### src/rtl/mic1_shift_unit.sv
`default_nettype none
// ============================================================================
// Module  : mic1_shift_unit
// Purpose : Multi-cycle shift unit for the MIC-1 datapath, sitting between
//           the ALU output and the C-bus. Performs PASS, SLL, SRA, SRL, ROL
//           and ROR by a variable amount, shifting STEP bit positions per
//           clock. Valid/ready handshakes on both sides let the
//           microsequencer stall on it. N/Z flags describe the result.
// Ports   : clk, rst                  clock, async active-high reset
//           in_valid/in_ready         request handshake
//           in_data, in_op, in_amt    operand, opcode, shift amount
//           out_valid/out_ready       result handshake
//           out_data, out_n, out_z    result and its flags
//           out_err                   request used a reserved opcode
// Revision: 1.0  initial release
// ============================================================================
module mic1_shift_unit #(
    parameter int WIDTH   = 32,
    parameter int STEP    = 1,
    parameter int SHAMT_W = 6
) (
    input  logic               clk,
    input  logic               rst,
    input  logic               in_valid,
    output logic               in_ready,
    input  logic [WIDTH-1:0]   in_data,
    input  logic [2:0]         in_op,
    input  logic [SHAMT_W-1:0] in_amt,
    output logic               out_valid,
    input  logic               out_ready,
    output logic [WIDTH-1:0]   out_data,
    output logic               out_n,
    output logic               out_z,
    output logic               out_err
);

    typedef enum logic [1:0] {
        IDLE  = 2'd0,
        SHIFT = 2'd1,
        DONE  = 2'd2
    } state_t;

    localparam logic [SHAMT_W-1:0] WIDTH_C = SHAMT_W'(WIDTH);
    localparam logic [SHAMT_W-1:0] STEP_C  = SHAMT_W'(STEP);
    localparam logic [31:0]        WIDTH_W = 32'(WIDTH);

    localparam logic [2:0] OP_PASS = 3'b000;
    localparam logic [2:0] OP_SLL  = 3'b001;
    localparam logic [2:0] OP_SRA  = 3'b010;
    localparam logic [2:0] OP_SRL  = 3'b011;
    localparam logic [2:0] OP_ROL  = 3'b100;
    localparam logic [2:0] OP_ROR  = 3'b101;

    state_t             state;
    logic [WIDTH-1:0]   work;
    logic [2:0]         op;
    logic [SHAMT_W-1:0] remaining;

    logic [SHAMT_W-1:0] eff_amt;
    logic               reserved;
    logic [SHAMT_W-1:0] step_amt;
    logic [31:0]        k;
    logic [WIDTH-1:0]   stepped;

    // Effective amount: shifts saturate at WIDTH (result is then all fill
    // bits), rotates wrap modulo WIDTH, PASS/reserved need no shifting.
    always_comb begin
        reserved = 1'b0;
        eff_amt  = '0;
        case (in_op)
            OP_PASS:                eff_amt = '0;
            OP_SLL, OP_SRA, OP_SRL: eff_amt = (in_amt > WIDTH_C) ? WIDTH_C : in_amt;
            OP_ROL, OP_ROR:         eff_amt = in_amt % WIDTH_C;
            default:                reserved = 1'b1;
        endcase
    end

    // One iteration moves min(STEP, remaining) bit positions. Because the
    // working register keeps its MSB under an arithmetic shift, the sign of
    // the captured operand is preserved across all SRA iterations.
    always_comb begin
        step_amt = (remaining < STEP_C) ? remaining : STEP_C;
        k        = 32'(step_amt);
        case (op)
            OP_SLL:  stepped = work << k;
            OP_SRL:  stepped = work >> k;
            OP_SRA:  stepped = $signed(work) >>> k;
            OP_ROL:  stepped = (work << k) | (work >> (WIDTH_W - k));
            OP_ROR:  stepped = (work >> k) | (work << (WIDTH_W - k));
            default: stepped = work;
        endcase
    end

    always_ff @(posedge clk or posedge rst) begin
        if (rst) begin
            state     <= IDLE;
            out_valid <= 1'b0;
            out_data  <= '0;
            out_err   <= 1'b0;
            work      <= '0;
            op        <= OP_PASS;
            remaining <= '0;
        end else begin
            case (state)
                IDLE: begin
                    if (in_valid) begin
                        work      <= in_data;
                        op        <= in_op;
                        remaining <= eff_amt;
                        if (eff_amt == '0) begin
                            state     <= DONE;
                            out_valid <= 1'b1;
                            out_data  <= in_data;
                            out_err   <= reserved;
                        end else begin
                            state <= SHIFT;
                        end
                    end
                end
                SHIFT: begin
                    work      <= stepped;
                    remaining <= remaining - step_amt;
                    // Only valid opcodes ever reach SHIFT, so err is 0 here.
                    if (remaining == step_amt) begin
                        state     <= DONE;
                        out_valid <= 1'b1;
                        out_data  <= stepped;
                        out_err   <= 1'b0;
                    end
                end
                DONE: begin
                    if (out_ready) begin
                        state     <= IDLE;
                        out_valid <= 1'b0;
                    end
                end
                default: state <= IDLE;
            endcase
        end
    end

    assign in_ready = (state == IDLE);
    assign out_n    = out_data[WIDTH-1];
    assign out_z    = (out_data == '0);

endmodule
`default_nettype wire

### config.mk
export PLATFORM = sky130hd
export DESIGN_NAME = mic1_shift_unit
export DESIGN_NICKNAME = d
export VERILOG_FILES = /design/src/rtl/mic1_shift_unit.sv
export SDC_FILE = /design/constraint.sdc
export NUM_CORES = 1
export LEC_CHECK = 0
export BUFFER_PORTS_ARGS = -buffer_cell sky130_fd_sc_hd__buf_2
export CAP_MARGIN = 40
export CORE_UTILIZATION = 39
export CTS_CLUSTER_SIZE = 10
export DETAILED_ROUTE_END_ITERATION = 12
export GPL_ROUTABILITY_DRIVEN = 0
export HOLD_SLACK_MARGIN = 0.06
export REMOVE_ABC_BUFFERS = 1
export SLEW_MARGIN = 10
export SYNTH_ARGS = -nofsm -noshare
export SYNTH_HDL_FRONTEND = slang
export SYNTH_SLANG_ARGS = --single-unit
export TNS_END_PERCENT = 50
### constraint.sdc
create_clock -name clk -period 4.5 [get_ports clk]
set_input_delay 0.225 -clock clk [delete_from_list [all_inputs] [get_ports clk]]
set_output_delay 0.225 -clock clk [all_outputs]
set_load 0.03 [all_outputs]
==> flow_summary_export.csv <==
group,metric,value,unit
outcome,status,"complete, no violations",
die,die_area,0.01536,mm²
die,io_pins,82,
global_route,use_met3,6.410,%
global_route,groute.usage.overall,28.73,%
finish,design_area,0.006660,mm²
timing,hold_slack,0.07347,ns
power_and_ir_drop,ir_drop,397.8,µV
route,dr.pass1.iters,6,
hold_path,hold_path_depth,2,
power_and_ir_drop,p_leak,2.760,nW
yosys,synth_edf_count,0,
cts,cts.sinks,77,
setup_path,r2r_slack,1.05,ns
route,drcViolationCount,0,
power_and_ir_drop,clockPowerShare,13.9,%
placed_design,post-place-cells,922,
setup_path,end_kind,"flip-flop",
timing,hold_viol,0,
placed_design,port_buffers,81,
yosys,yosysSeqAreaShare,33.23,%
route,vias,6107,
placed_design,dpl_cell_area,0.006291,mm²
yosys,synthAdderAreaFrac,0.6472,%
setup_path,arrival,3.72,ns
yosys,syn_inst,716,
yosys,ys_async_sr_fraction,100.0,%
yosys,synth.most_common_cell,"nor2_1",
cts,cts-root-buf,"clkbuf_16",
timing,rsz0062_at_grt,"false",
cts,cts_buffer_depth,2,
setup_path,crit_path_start_kind,"flip-flop",
power_and_ir_drop,power.internal,3.017,mW
yosys,synth_top_cell_by_area,"dfrtp_1",
hold_path,hold-path-endpoint,"state[1]",
cts,cts_setup_buffers,0,
global_route,antenna_found_initial,0,
route,routedWlPerCell,22.34,µm
timing,worst_slew_pin_slew,0.8430,ns
setup_path,reg2reg_from,"remaining[1]",
die,core_area,0.01453,mm²
timing,fin_crit_sh,76.65,%
yosys,synth_top_family_by_area,"compound AO/OA/AOI/OAI gates",
global_route,grt_pass1_vias,5675,
global_route,grt_pass1_wl,32770,µm
finish,num-nets-final,798,
timing,final.setup_skew,0.005139,ns
yosys,syn_area_per_cell,8.100,µm²
timing,max_freq,289.9,MHz
yosys,synth_ff_type,"dfrtp_1",
die,rows,44,
setup_path,critPathMaxFanout,21,
timing,slew_violations,0,
yosys,synth_compound_area_share,30.87,%
cts,cts_tree,"yes",
power_and_ir_drop,swShare,52.18,%
yosys,synth_mux_area_share,10.49,%
yosys,synth_area,0.005799,mm²
yosys,synth_xor_area_share,0.4531,%
die,die_h,123.9,µm
finish,antennaDiodeCount,0,
yosys,ys_seq_elements,77,
die,die-width,123.9,µm
power_and_ir_drop,combinationalPowerShare,58.6,%
finish,stdcell_count,939,
global_route,busiest_layer,"met2",
route,vias_per_cell,6.504,
cts,clock_latency,0.35,ns
placed_design,hpwl,14550,µm
cts,htree_num_levels,3,
yosys,synth_simple_gate_area_share,17.91,%
hold_path,min_from,"out_ready",
global_route,met1_usage,39.27,%
timing,slew_headroom,43.59,%
power_and_ir_drop,switchingPower,3.292,mW
timing,fin_tns_setup,0,ns
die,initial_core_util,39.90,%
route,drtAntennaViolNets,0,
finish,areaGrowthSynthToFinish,14.84,%
yosys,post_synth_num_cell_types,73,
yosys,yosys-top-cells-count,"nor2_1 (80), dfrtp_1 (77), o21ai_0 (57), nand2_1 (56), a21oi_1 (54)",
cts,cts_buffers,9,
setup_path,reg2reg_depth,10,
hold_path,hold_class,"in2reg",
yosys,netlist.area_leader.share,33.23,%
timing,min_period,3.449,ns
global_route,met2_usage,41.94,%
power_and_ir_drop,seq_power_share,27.5,%
route,drt_iter0_drc,765,
route,wl,20980,µm
setup_path,worst-setup-path-type,"reg2reg",
flow_run,cap_violations,0,
timing,setup_viol,0,
global_route,grt_overflow,0,
finish,drive_gt1_share,20.79,%
global_route,grt_max_degree,44,
power_and_ir_drop,pwr_density_cell,947.4,mW/mm²
yosys,yosysWarnings,0,
yosys,synthTopCellsByArea,"dfrtp_1 (33%), mux2i_1 (6.2%), nor2_1 (5.2%)",
setup_path,r2r-end,"work[18]",
cts,cts.clk_slew.worst_paths,0.06,ns
setup_path,worst_ep_required_time,4.77,ns
[what timing repair did]
action / CTS / global route
endpoints found under the setup margin: 0 / 0
hold buffers: 1 / 0
resized for setup: 0 / 0
endpoints found under the hold margin: 36 / 0
[sequential cells by signal, summed over array words and instances, names as in the netlist]
signal     count
work          32
remaining      6
out_data      32
out_err        1
op             3
out_valid      1
state          2
[how the worst max path moves through the flow]
stage	start	to	slack, ns	depth (start not counted)
final	remaining[1]	work[18]	1.05	10
after global routing	remaining[1]	work[21]	0.90	10
after CTS	remaining[1]	work[18]	1.16	10
after detailed placement	remaining[1]	work[18]	1.18	10
after global placement	remaining[2]	work[2]	1.26	11
after floorplan	remaining[1]	work[2]	0.31	10
[layer usage]
metal  wire length [µm]  part of all wire, %
met1               8907                   42
met2               9209                   44
met3               1956                  9.3
met4                903                  4.3
met5                  0                    0
[worst max-delay path, cell delays in order, from the launching register on]
cell      delay (ns)
dfrtp_1         0.45
nor2_1          0.53
nand2_4         0.08
clkinv_1        0.10
ha_2            0.46
nand4b_1        0.43
buf_4           0.35
or2_2           0.30
a41o_1          0.26
a31o_2          0.25
a31oi_1         0.15
[cell families after synthesis]
logic type	after synthesis
DFF	77
buffers and inverters	92
other	1
muxes	57
xor gates and xnor gates	3
AOI/OAI and AO/OA	267
adders and majority gates	3
and+or+nand+nor	216
[power groups by stage]
stage               Sequential [mW]  Combinational, mW  Clock (mW)
global placement               1.69               3.57           0
floorplan                      1.82               2.20           0
global route                   1.77               4.01       0.914
finish                         1.74               3.70       0.877
CTS                            1.70               3.64       0.889
detailed placement             1.71               3.62           0
[per-stage QoR]
stage	setup slack (ns)	total power, mW	utilization, %
finish	1.051	6.310	45.82
global placement	1.258	5.254	43.11
global route	0.8971	6.699	45.82
detailed placement	1.181	5.326	43.29
CTS	1.165	6.224	45.82
floorplan	0.3055	4.027	-
[layout by cell type, fill, tap and decap left out, types with 9 or more instances in the layout]
cell type and instances:
a21oi_1 54, nor4_1 13, nand2_1 56, o22ai_1 20, buf_2 82, o21ai_0 57, clkbuf_16 9, mux2i_1 36
buf_4 19, inv_1 10, mux2_2 20, a31oi_1 20, nand3_1 11, dfrtp_1 77, nor2_1 79, a22oi_1 9
[layout make-up]
| type | instances | area, µm² |
|---|---|---|
| tap | 184 | 230.2 |
| clock buffer | 11 | 252.7 |
| sequential | 77 | 1927 |
| fill | 1448 | 7874 |
| timing repair buffer | 103 | 583.1 |
| inverter | 12 | 46.29 |
| multi-input combinational | 547 | 3515 |
| clock inverter | 5 | 106.4 |
Power figures use the tool's default switching activity.
